**config.mk**
```make
export PLATFORM = sky130hd
export DESIGN_NAME = fetch_unit
export DESIGN_NICKNAME = d
export VERILOG_FILES = /design/src/rtl/fetch_unit.sv
export SDC_FILE = /design/constraint.sdc
export NUM_CORES = 1
export LEC_CHECK = 0
export ABC_AREA = 1
export CAP_MARGIN = 25
export CORE_AREA = 4 4 195 102
export CTS_CLUSTER_DIAMETER = 200
export CTS_CLUSTER_SIZE = 40
export DETAILED_ROUTE_END_ITERATION = 16
export DIE_AREA = 0 0 199 106
export PLACE_DENSITY = 0.73
export SYNTH_ARGS = -nofsm -noshare
export SYNTH_HDL_FRONTEND = slang
export SYNTH_SLANG_ARGS = --single-unit
```
**constraint.sdc**
```tcl
create_clock -name CLK -period 2.4 [get_ports CLK]
set_input_delay 0.48 -clock CLK [delete_from_list [all_inputs] [get_ports CLK]]
set_output_delay 0.48 -clock CLK [all_outputs]
set_load 0.02 [all_outputs]
```
**src/rtl/fetch_unit.sv**
```systemverilog
// Fetch-stage sequencer: owns the PC, reads the instruction memory combinationally,
// and feeds decode through a valid/ready IF/ID register. Supports redirects and a halt word.
//
// state | meaning
// WAIT  | post-reset delay while the instruction memory is preloaded
// FETCH | fetching one instruction per accepted cycle
// HALT  | halt word seen; idle until a redirect
module fetch_unit #(
  parameter int unsigned MEM_BYTES = 1000,
  parameter int unsigned START_CYC = 8,
  parameter logic [31:0] HALT_WORD = 32'hFFFF_FFFF,
  parameter logic [31:0] RESET_PC  = 32'd0
) (
  input  logic        CLK,
  input  logic        RST_N,
  output logic [31:0] DR,
  input  logic [31:0] INS,
  input  logic        BR_EN,
  input  logic [31:0] BR_TGT,
  input  logic        ID_RDY,
  output logic        ID_VAL,
  output logic [31:0] ID_INS,
  output logic [31:0] ID_PC,
  output logic [31:0] ID_PC4,
  output logic        HALTED
);

  localparam logic [1:0] S_WAIT  = 2'd0;
  localparam logic [1:0] S_FETCH = 2'd1;
  localparam logic [1:0] S_HALT  = 2'd2;

  localparam logic [31:0] LP_MEM  = 32'(MEM_BYTES);
  localparam logic [31:0] LP_LAST = 32'(START_CYC - 1);

  logic [1:0]  r_state;
  logic [31:0] r_pc;
  logic [31:0] r_cnt;
  logic        r_id_val;
  logic [31:0] r_id_ins;
  logic [31:0] r_id_pc;
  logic [31:0] r_id_pc4;

  logic [31:0] w_pc4;
  logic [31:0] w_nxt;
  logic [31:0] w_tgt_al;
  logic [31:0] w_tgt;
  logic        w_accept;
  logic        w_is_halt;

  assign w_pc4     = r_pc + 32'd4;
  assign w_nxt     = (w_pc4 >= LP_MEM) ? 32'd0 : w_pc4;
  // Targets are word-aligned first, then clamped to the memory range.
  assign w_tgt_al  = {BR_TGT[31:2], 2'b00};
  assign w_tgt     = (w_tgt_al >= LP_MEM) ? 32'd0 : w_tgt_al;
  assign w_accept  = !r_id_val || ID_RDY;
  assign w_is_halt = (INS == HALT_WORD);

  always_ff @(posedge CLK) begin
    if (!RST_N) begin
      r_state  <= S_WAIT;
      r_pc     <= RESET_PC;
      r_cnt    <= 32'd0;
      r_id_val <= 1'b0;
      r_id_ins <= 32'd0;
      r_id_pc  <= 32'd0;
      r_id_pc4 <= 32'd0;
    end else begin
      case (r_state)
        S_WAIT: begin
          r_cnt <= r_cnt + 32'd1;
          if (r_cnt == LP_LAST) r_state <= S_FETCH;
        end
        S_FETCH: begin
          if (BR_EN) begin
            r_pc     <= w_tgt;
            r_id_val <= 1'b0;
          end else if (w_accept) begin
            if (w_is_halt) begin
              r_id_val <= 1'b0;
              r_state  <= S_HALT;
            end else begin
              r_id_ins <= INS;
              r_id_pc  <= r_pc;
              r_id_pc4 <= w_nxt;
              r_id_val <= 1'b1;
              r_pc     <= w_nxt;
            end
          end
        end
        S_HALT: begin
          if (BR_EN) begin
            r_pc     <= w_tgt;
            r_id_val <= 1'b0;
            r_state  <= S_FETCH;
          end
        end
        default: r_state <= S_WAIT;
      endcase
    end
  end

  assign DR     = r_pc;
  assign ID_VAL = r_id_val;
  assign ID_INS = r_id_ins;
  assign ID_PC  = r_id_pc;
  assign ID_PC4 = r_id_pc4;
  assign HALTED = (r_state == S_HALT);

endmodule
```
==> metrics.txt, run 1 <==
# TYPE chip_impl_metric gauge
chip_impl_metric{name="final.min_clock_period",unit="ps"} 2240
chip_impl_metric{name="cts_buffers",unit=""} 17
chip_impl_metric{name="postLayoutCellArea",unit="um2"} 10300
chip_impl_metric{name="detail_route.drc_violations",unit=""} 0
chip_impl_metric{name="transition_time_at_the_pin_with_the_least_slew_margin",unit="ps"} 572
chip_impl_metric{name="route.antenna.remaining_nets",unit=""} 0
chip_impl_metric{name="grt_util_all_layers",unit="%"} 20.3
chip_impl_metric{name="min_path_cells",unit=""} 2
chip_impl_metric{name="netlist.area_leader.share",unit="%"} 45.2
chip_impl_info{name="yosys-top-cells-area",value="sky130_fd_sc_hd__dfxtp_1 45%, sky130_fd_sc_hd__nand2_1 9.5%, sky130_fd_sc_hd__nor2_1 9.3%, sky130_fd_sc_hd__o21ai_0 6.2%, sky130_fd_sc_hd__a21oi_1 4.9%"} 1
chip_impl_info{name="end_point_of_the_worst_hold_path",value="ID_PC4[18]"} 1
chip_impl_metric{name="diodes",unit=""} 0
chip_impl_info{name="min-delay-path-class",value="register to register"} 1
chip_impl_info{name="path_class",value="register to output pin"} 1
chip_impl_metric{name="final_hold_viol_count",unit=""} 0
chip_impl_info{name="critical-path-slowest-cell",value="sky130_fd_sc_hd__clkdlybuf4s50_1"} 1
chip_impl_metric{name="area_growth_syn_to_layout",unit="%"} 42.2
chip_impl_metric{name="async_set_or_reset_flop_fraction_in_the_synthesized_netlist",unit="%"} 0
chip_impl_metric{name="drive_above_1_share",unit="%"} 8.47
chip_impl_metric{name="slew_headroom",unit="%"} 61.8
chip_impl_metric{name="clk_transition_reported_paths",unit="ps"} 70
chip_impl_metric{name="synth_edf_count",unit=""} 0
chip_impl_metric{name="timing.reg2reg.setup_slack",unit="ps"} 200
chip_impl_metric{name="design.final.nets",unit=""} 1286
chip_impl_info{name="critical_path.reg2reg.endpoint",value="ID_PC4[4]"} 1
chip_impl_metric{name="hpwl",unit="um"} 15700
chip_impl_metric{name="first_iter_violations",unit=""} 476
chip_impl_metric{name="port-buffer-count",unit=""} 195
chip_impl_metric{name="cp_num_buf_inv",unit=""} 2
chip_impl_metric{name="netlist_area",unit="um2"} 7210
chip_impl_info{name="cell_type_contributing_the_most_total_cell_area_after_synthesis",value="sky130_fd_sc_hd__dfxtp_1"} 1
chip_impl_info{name="critical_path_cell_by_cell",value="inv_1 -> nor2_1 -> clkdlybuf4s50_1"} 1
chip_impl_metric{name="max-vdd-ir-drop",unit="mV"} 0.522
chip_impl_metric{name="fin_worst_skew",unit="ps"} 9.00
chip_impl_info{name="mostFrequentLayoutCell",value="sky130_fd_sc_hd__clkdlybuf4s50_1"} 1
chip_impl_metric{name="core_box_area",unit="um2"} 18100
chip_impl_metric{name="final.hold.worst_slack",unit="ps"} 435
chip_impl_info{name="cp-start-kind",value="register"} 1
chip_impl_metric{name="power.density",unit="nW/um2"} 607
chip_impl_metric{name="ioPinCount",unit=""} 198
chip_impl_metric{name="critical_path_depth",unit=""} 3
chip_impl_info{name="run_status",value="finished, final reports clean"} 1
chip_impl_metric{name="synth.avg_cell_area",unit="um2"} 7.13
chip_impl_metric{name="first_pass_grt_wire_length",unit="um"} 35400
chip_impl_metric{name="max_cap_violations",unit=""} 0
chip_impl_metric{name="nFillCells",unit=""} 1676
chip_impl_metric{name="count_of_hold_fix_buffers_inserted_at_cts",unit=""} 0
chip_impl_metric{name="critPathMaxFanout",unit=""} 4
chip_impl_metric{name="depth_of_the_worst_register_to_register_path",unit=""} 13
chip_impl_metric{name="ys.warnings.count",unit=""} 0
chip_impl_info{name="worst_r2r_startpoint",value="DR[4]"} 1
chip_impl_info{name="most-common-layout-cells",value="194 x sky130_fd_sc_hd__clkdlybuf4s50_1, 182 x sky130_fd_sc_hd__nand2_1, 177 x sky130_fd_sc_hd__nor2_1"} 1
chip_impl_metric{name="die-area",unit="um2"} 21100
chip_impl_metric{name="yosys_register_bits",unit=""} 163
chip_impl_metric{name="synth_seq_area_share",unit="%"} 45.2
chip_impl_metric{name="worstPathRequired",unit="ps"} 1920
chip_impl_metric{name="placed_area",unit="um2"} 9620
chip_impl_metric{name="initial_utilization",unit="%"} 39.8
chip_impl_metric{name="layout.cells.non_filler",unit=""} 1468
chip_impl_info{name="setup_repair_after_global_routing_missed_its_margin",value="no"} 1
chip_impl_metric{name="vias_per_cell",unit=""} 5.02
chip_impl_info{name="cts_tree",value="done"} 1
chip_impl_metric{name="htree_levels",unit=""} 4
chip_impl_metric{name="yosysUniqueCellTypes",unit=""} 33
chip_impl_metric{name="seq_area",unit="um2"} 3270
chip_impl_metric{name="fp-row-count",unit=""} 35
chip_impl_metric{name="initial_antenna_violation_count",unit=""} 0
chip_impl_metric{name="clk-insertion-delay-late",unit="ps"} 430
chip_impl_metric{name="drt_pre_antenna_iters",unit=""} 4
chip_impl_metric{name="crit_arrival",unit="ps"} 1760
chip_impl_metric{name="timing.final.max_slew_violations",unit=""} 0
chip_impl_info{name="hp-start",value="ID_PC4[18]"} 1
chip_impl_metric{name="dp_cells",unit=""} 1435
chip_impl_metric{name="final-setup-viol-count",unit=""} 0
chip_impl_metric{name="clock_path_buffers",unit=""} 2
chip_impl_info{name="timing.critical_path.to_type",value="output pin"} 1
chip_impl_metric{name="static-leakage-power",unit="nW"} 3.90
chip_impl_metric{name="finalSetupTns",unit="ps"} 0
chip_impl_metric{name="wire_per_inst",unit="um"} 14.6
chip_impl_metric{name="global_route_overflow",unit=""} 0
chip_impl_metric{name="first_global_vias",unit=""} 7103
chip_impl_metric{name="cts_sinks",unit=""} 163
chip_impl_metric{name="routed_wirelength",unit="um"} 21400
chip_impl_metric{name="multiInputGateArea",unit="um2"} 3480
chip_impl_metric{name="syn_inst",unit=""} 1011
chip_impl_metric{name="dieWidth",unit="um"} 199
chip_impl_metric{name="grt_start_max_net_pins",unit=""} 105
chip_impl_info{name="clk_root_buffer_cell",value="sky130_fd_sc_hd__clkbuf_16"} 1
chip_impl_metric{name="cp_slowest_stage_delay",unit="ps"} 680
chip_impl_metric{name="routabilityCongestion",unit=""} 0.917
chip_impl_metric{name="routed-via-count",unit=""} 7369
chip_impl_metric{name="synth_nets",unit=""} 1082
chip_impl_metric{name="clock.fmax",unit="GHz"} 0.447
chip_impl_metric{name="layout_worst_path_cycle_share",unit="%"} 93.3
chip_impl_info{name="yosys_most_used_dff",value="sky130_fd_sc_hd__dfxtp_1"} 1
chip_impl_metric{name="chipHeight",unit="um"} 106
chip_impl_info{name="critical-path-top-delay-family",value="buffers and inverters"} 1
-- through the flow --
step                      total power [W]  utilization [%]  setup WS, ps
after floorplan                   0.00317                -           280
after global placement            0.00352             53.0          -106
final                             0.00623             56.6           161
after CTS                         0.00627             56.3          86.8
after detailed placement          0.00353             53.0          -185
after global routing              0.00648             56.6          8.01
-- cell families after synthesis --
kind of cell | count (synthesis) | synth area share [%]
adders and majority gates | 3 | 0.520
DFF | 163 | 45.2
xor gates and xnor gates | 15 | 1.82
AOI/OAI and AO/OA | 170 | 12.1
buffers and inverters | 132 | 7.20
and+or+nand+nor | 528 | 33.1
-- area by class of cell --
cell class	count	area share, %
clock buffer	17	4.15
clock inverter	15	1.62
inverter	91	3.34
multi-input combinational	716	33.9
sequential	163	31.8
tap	240	2.93
timing repair buffer	226	22.2
-- cells in the mapped netlist (7+ instances only) --
library cell               count
sky130_fd_sc_hd__a21oi_1      71
sky130_fd_sc_hd__clkbuf_1     31
sky130_fd_sc_hd__dfxtp_1     163
sky130_fd_sc_hd__inv_1        85
sky130_fd_sc_hd__nand2_1     183
sky130_fd_sc_hd__nand3_1      49
sky130_fd_sc_hd__nand4_1      31
sky130_fd_sc_hd__nor2_1      178
sky130_fd_sc_hd__nor2_2        7
sky130_fd_sc_hd__nor2_4        9
sky130_fd_sc_hd__nor3_1       37
sky130_fd_sc_hd__nor4_1       19
sky130_fd_sc_hd__o21ai_0      89
sky130_fd_sc_hd__xor2_1       13
-- flip-flops by register name, summed over array words and instances, names as in the netlist --
register / cells
ID_PC4: 32
ID_PC: 32
ID_VAL: 1
r_cnt: 32
r_state: 2
DR: 32
ID_INS: 32
-- worst min-delay path: stages, from the launching register on --
cell,delay (ps)
sky130_fd_sc_hd__dfxtp_1,310
sky130_fd_sc_hd__nand2_1,50
sky130_fd_sc_hd__nor2_1,40
-- timing repair --
item,in CTS,in global routing
endpoints found under the hold margin,0,0
gates resized for setup,0,11
endpoints found under the setup margin,0,20
buffers inserted,0,1
-- power breakdown --
group,switching [W],total [W],leakage (nW),internal [W]
Combinational,0.000341,0.000647,2.29,0.000307
Clock,0.00127,0.00275,0.287,0.00148
Sequential,0.0000519,0.00283,1.32,0.00278
Total,0.00166,0.00623,3.90,0.00457
-- worst max path at each step --
stage                    start  slack [ps]         to
finish              r_state[1]         160     HALTED
global route          r_cnt[0]           8  r_cnt[26]
CTS                      DR[2]          90  ID_PC4[6]
detailed placement     INS[22]        -190      DR[5]
global placement       INS[22]        -110      DR[4]
floorplan                DR[2]         280  ID_PC4[1]
-- metal layers --
metal  vias to the layer above  share of wire [%]  track usage (%)
met3                        23                4.7             4.24
met1                      3415                 44             26.3
met4                         0                1.4             5.27
met5                         -                  0                0
met2                       199                 50             34.6
li1                       3732                  -                -
(Power assumes the default switching activity.)
==> inputs of run 2 (changes only) <==
CORE_AREA = 4 4 179 94   (was 4 4 195 102)
DIE_AREA = 0 0 183 98   (was 0 0 199 106)
PLACE_DENSITY = 0.84   (was 0.73)
RECOVER_POWER = 50   (was not set)
==> metrics.txt, run 2 (synthesis gave the netlist of run 1 again) <==
# TYPE chip_impl_metric gauge
chip_impl_metric{name="vias_per_cell",unit=""} 5.21
chip_impl_metric{name="routabilityCongestion",unit=""} 0.937
chip_impl_metric{name="grt.met2_usage",unit="%"} 42.0
chip_impl_metric{name="port-buffer-count",unit=""} 195
chip_impl_info{name="clk_root_buffer_cell",value="sky130_fd_sc_hd__clkbuf_16"} 1
chip_impl_metric{name="met3_grt_util",unit="%"} 6.18
chip_impl_metric{name="chipHeight",unit="um"} 98
chip_impl_metric{name="max-vdd-ir-drop",unit="mV"} 0.475
chip_impl_info{name="run_status",value="finished, final reports clean"} 1
chip_impl_metric{name="setup_ws",unit="ps"} 162
chip_impl_metric{name="critPathMaxFanout",unit=""} 16
chip_impl_metric{name="diodes",unit=""} 0
chip_impl_metric{name="routed-via-count",unit=""} 7455
chip_impl_metric{name="detail_route.drc_violations",unit=""} 0
chip_impl_info{name="timing.critical_path.to_type",value="register"} 1
chip_impl_info{name="critical_path_cell_by_cell",value="clkdlybuf4s50_1 -> nand4_1 -> nor4_1 -> buf_4 -> nand2_1 -> o21ai_1 -> nand2_1 -> nand2_1 -> buf_4 -> nor2_1 -> a21oi_1"} 1
chip_impl_metric{name="ioPinCount",unit=""} 198
chip_impl_metric{name="clk_transition_reported_paths",unit="ps"} 70
chip_impl_metric{name="count_of_hold_fix_buffers_inserted_at_cts",unit=""} 0
chip_impl_metric{name="clock_path_buffers",unit=""} 2
chip_impl_metric{name="worstPathRequired",unit="ps"} 2750
chip_impl_metric{name="area_growth_syn_to_layout",unit="%"} 41.3
chip_impl_info{name="path_class",value="input pin to register"} 1
chip_impl_metric{name="dieWidth",unit="um"} 183
chip_impl_metric{name="transition_time_at_the_pin_with_the_least_slew_margin",unit="ps"} 772
chip_impl_info{name="mostFrequentLayoutCell",value="sky130_fd_sc_hd__nand2_1"} 1
chip_impl_metric{name="nFillCells",unit=""} 1282
chip_impl_metric{name="grt_start_max_net_pins",unit=""} 89
chip_impl_metric{name="first_iter_violations",unit=""} 548
chip_impl_metric{name="final-setup-viol-count",unit=""} 0
chip_impl_metric{name="wire_per_inst",unit="um"} 14.8
chip_impl_metric{name="seq_area",unit="um2"} 3260
chip_impl_metric{name="cp_slowest_stage_delay",unit="ps"} 510
chip_impl_metric{name="post_place_setup_slack",unit="ps"} -288
chip_impl_metric{name="clock.fmax",unit="GHz"} 0.447
chip_impl_info{name="critical-path-slowest-cell",value="sky130_fd_sc_hd__clkdlybuf4s50_1"} 1
chip_impl_metric{name="initial_antenna_violation_count",unit=""} 0
chip_impl_metric{name="routed_wirelength",unit="um"} 21200
chip_impl_metric{name="cts_sinks",unit=""} 163
chip_impl_info{name="global_route.peak_usage_layer",value="met2"} 1
chip_impl_metric{name="timing.final.max_slew_violations",unit=""} 0
chip_impl_metric{name="die-area",unit="um2"} 17900
chip_impl_metric{name="grt_util_all_layers",unit="%"} 23.8
chip_impl_metric{name="final.min_clock_period",unit="ps"} 2240
chip_impl_metric{name="multiInputGateArea",unit="um2"} 3450
chip_impl_metric{name="design.final.nets",unit=""} 1287
chip_impl_metric{name="fp-row-count",unit=""} 32
chip_impl_metric{name="crit_arrival",unit="ps"} 2590
chip_impl_metric{name="drt_pre_antenna_iters",unit=""} 5
chip_impl_info{name="most-common-layout-cells",value="183 x sky130_fd_sc_hd__nand2_1, 176 x sky130_fd_sc_hd__nor2_1, 162 x sky130_fd_sc_hd__dfxtp_1"} 1
chip_impl_info{name="crit_top_cell",value="sky130_fd_sc_hd__nand2_1"} 1
chip_impl_metric{name="cts_buffers",unit=""} 17
chip_impl_metric{name="timing.reg2reg.setup_slack",unit="ps"} 220
chip_impl_metric{name="fin_worst_skew",unit="ps"} 8.00
chip_impl_metric{name="layout_worst_path_cycle_share",unit="%"} 93.3
chip_impl_metric{name="power.density",unit="nW/um2"} 612
chip_impl_metric{name="clk-insertion-delay-late",unit="ps"} 430
chip_impl_metric{name="route.antenna.remaining_nets",unit=""} 0
chip_impl_metric{name="finalSetupTns",unit="ps"} 0
chip_impl_metric{name="drive_above_1_share",unit="%"} 7.98
chip_impl_metric{name="htree_levels",unit=""} 4
chip_impl_metric{name="max_cap_violations",unit=""} 0
chip_impl_metric{name="hpwl",unit="um"} 15500
chip_impl_metric{name="initial_utilization",unit="%"} 47.4
chip_impl_info{name="cts_tree",value="done"} 1
chip_impl_metric{name="core_box_area",unit="um2"} 15200
chip_impl_metric{name="first_global_vias",unit=""} 7433
chip_impl_metric{name="final_hold_viol_count",unit=""} 0
chip_impl_metric{name="slew_headroom",unit="%"} 48.6
chip_impl_info{name="cp-start-kind",value="input pin"} 1
chip_impl_info{name="min-delay-path-class",value="register to register"} 1
chip_impl_metric{name="global_route_overflow",unit=""} 0
chip_impl_metric{name="first_pass_grt_wire_length",unit="um"} 35400
chip_impl_metric{name="static-leakage-power",unit="nW"} 4.31
chip_impl_metric{name="grt_util_met1",unit="%"} 28.0
-- run 2: cell types whose count changed in the layout (fill, tap and decap cells not counted), moves of 3 or more --
cell,change
sky130_fd_sc_hd__clkdlybuf4s50_1,-120
sky130_fd_sc_hd__dlygate4sd3_1,+120
sky130_fd_sc_hd__inv_8,-4
sky130_fd_sc_hd__nor2_2,+3
-- run 2: through the flow --
stage	hold slack [ps]	cells	instance area [um2]	util (%)	power, W
floorplan	440	1011	7210	-	0.00317
finish	431	1432	10200	67.0	0.00623
CTS	437	1429	10200	66.8	0.00629
detailed placement	427	1398	9560	62.9	0.00352
global route	451	1432	10200	67.0	0.00647
global placement	422	1398	9560	62.9	0.00351
-- run 2: critical path, delay by kind of cell --
kind / cells / cell delay (ps)
buffers and inverters: 3 / 920
and+or+nand+nor: 6 / 860
AOI/OAI and AO/OA: 2 / 340
-- run 2: repair_timing --
item                       4_1_cts  5_1_grt
gates resized for setup          0        6
setup buffers                    0        3
setup endpoints to repair        0       45
-- run 2: final timing paths --
path,startpoint,endpoint,cells past startpoint
setup reg to reg,r_state[1],r_cnt[27],11
hold reg to reg,ID_PC4[20],ID_PC4[20],2
hold / removal,ID_PC4[20],ID_PC4[20],2
setup / recovery,INS[5],DR[7],11
-- run 2: report_power, final --
part	total [W]	switching (W)	internal, W	leakage (nW)
clock	0.00279	0.00118	0.00161	0.289
combinational	0.000621	0.000339	0.000282	2.71
sequential	0.00282	0.0000451	0.00278	1.32
-- run 2: final cells by class --
class,instances,area share [%]
Clock buffer,19,4.44
Clock inverter,12,1.41
Inverter,91,3.36
Multi-Input combinational cell,716,33.8
Sequential cell,163,32.0
Tap cell,204,2.50
Timing Repair Buffer,227,22.4
-- run 2: layer usage --
metal	wire length (um)	share of wire (%)
met3	1280	6.0
met4	459	2.2
met2	10600	50
met5	0	0
met1	8940	42
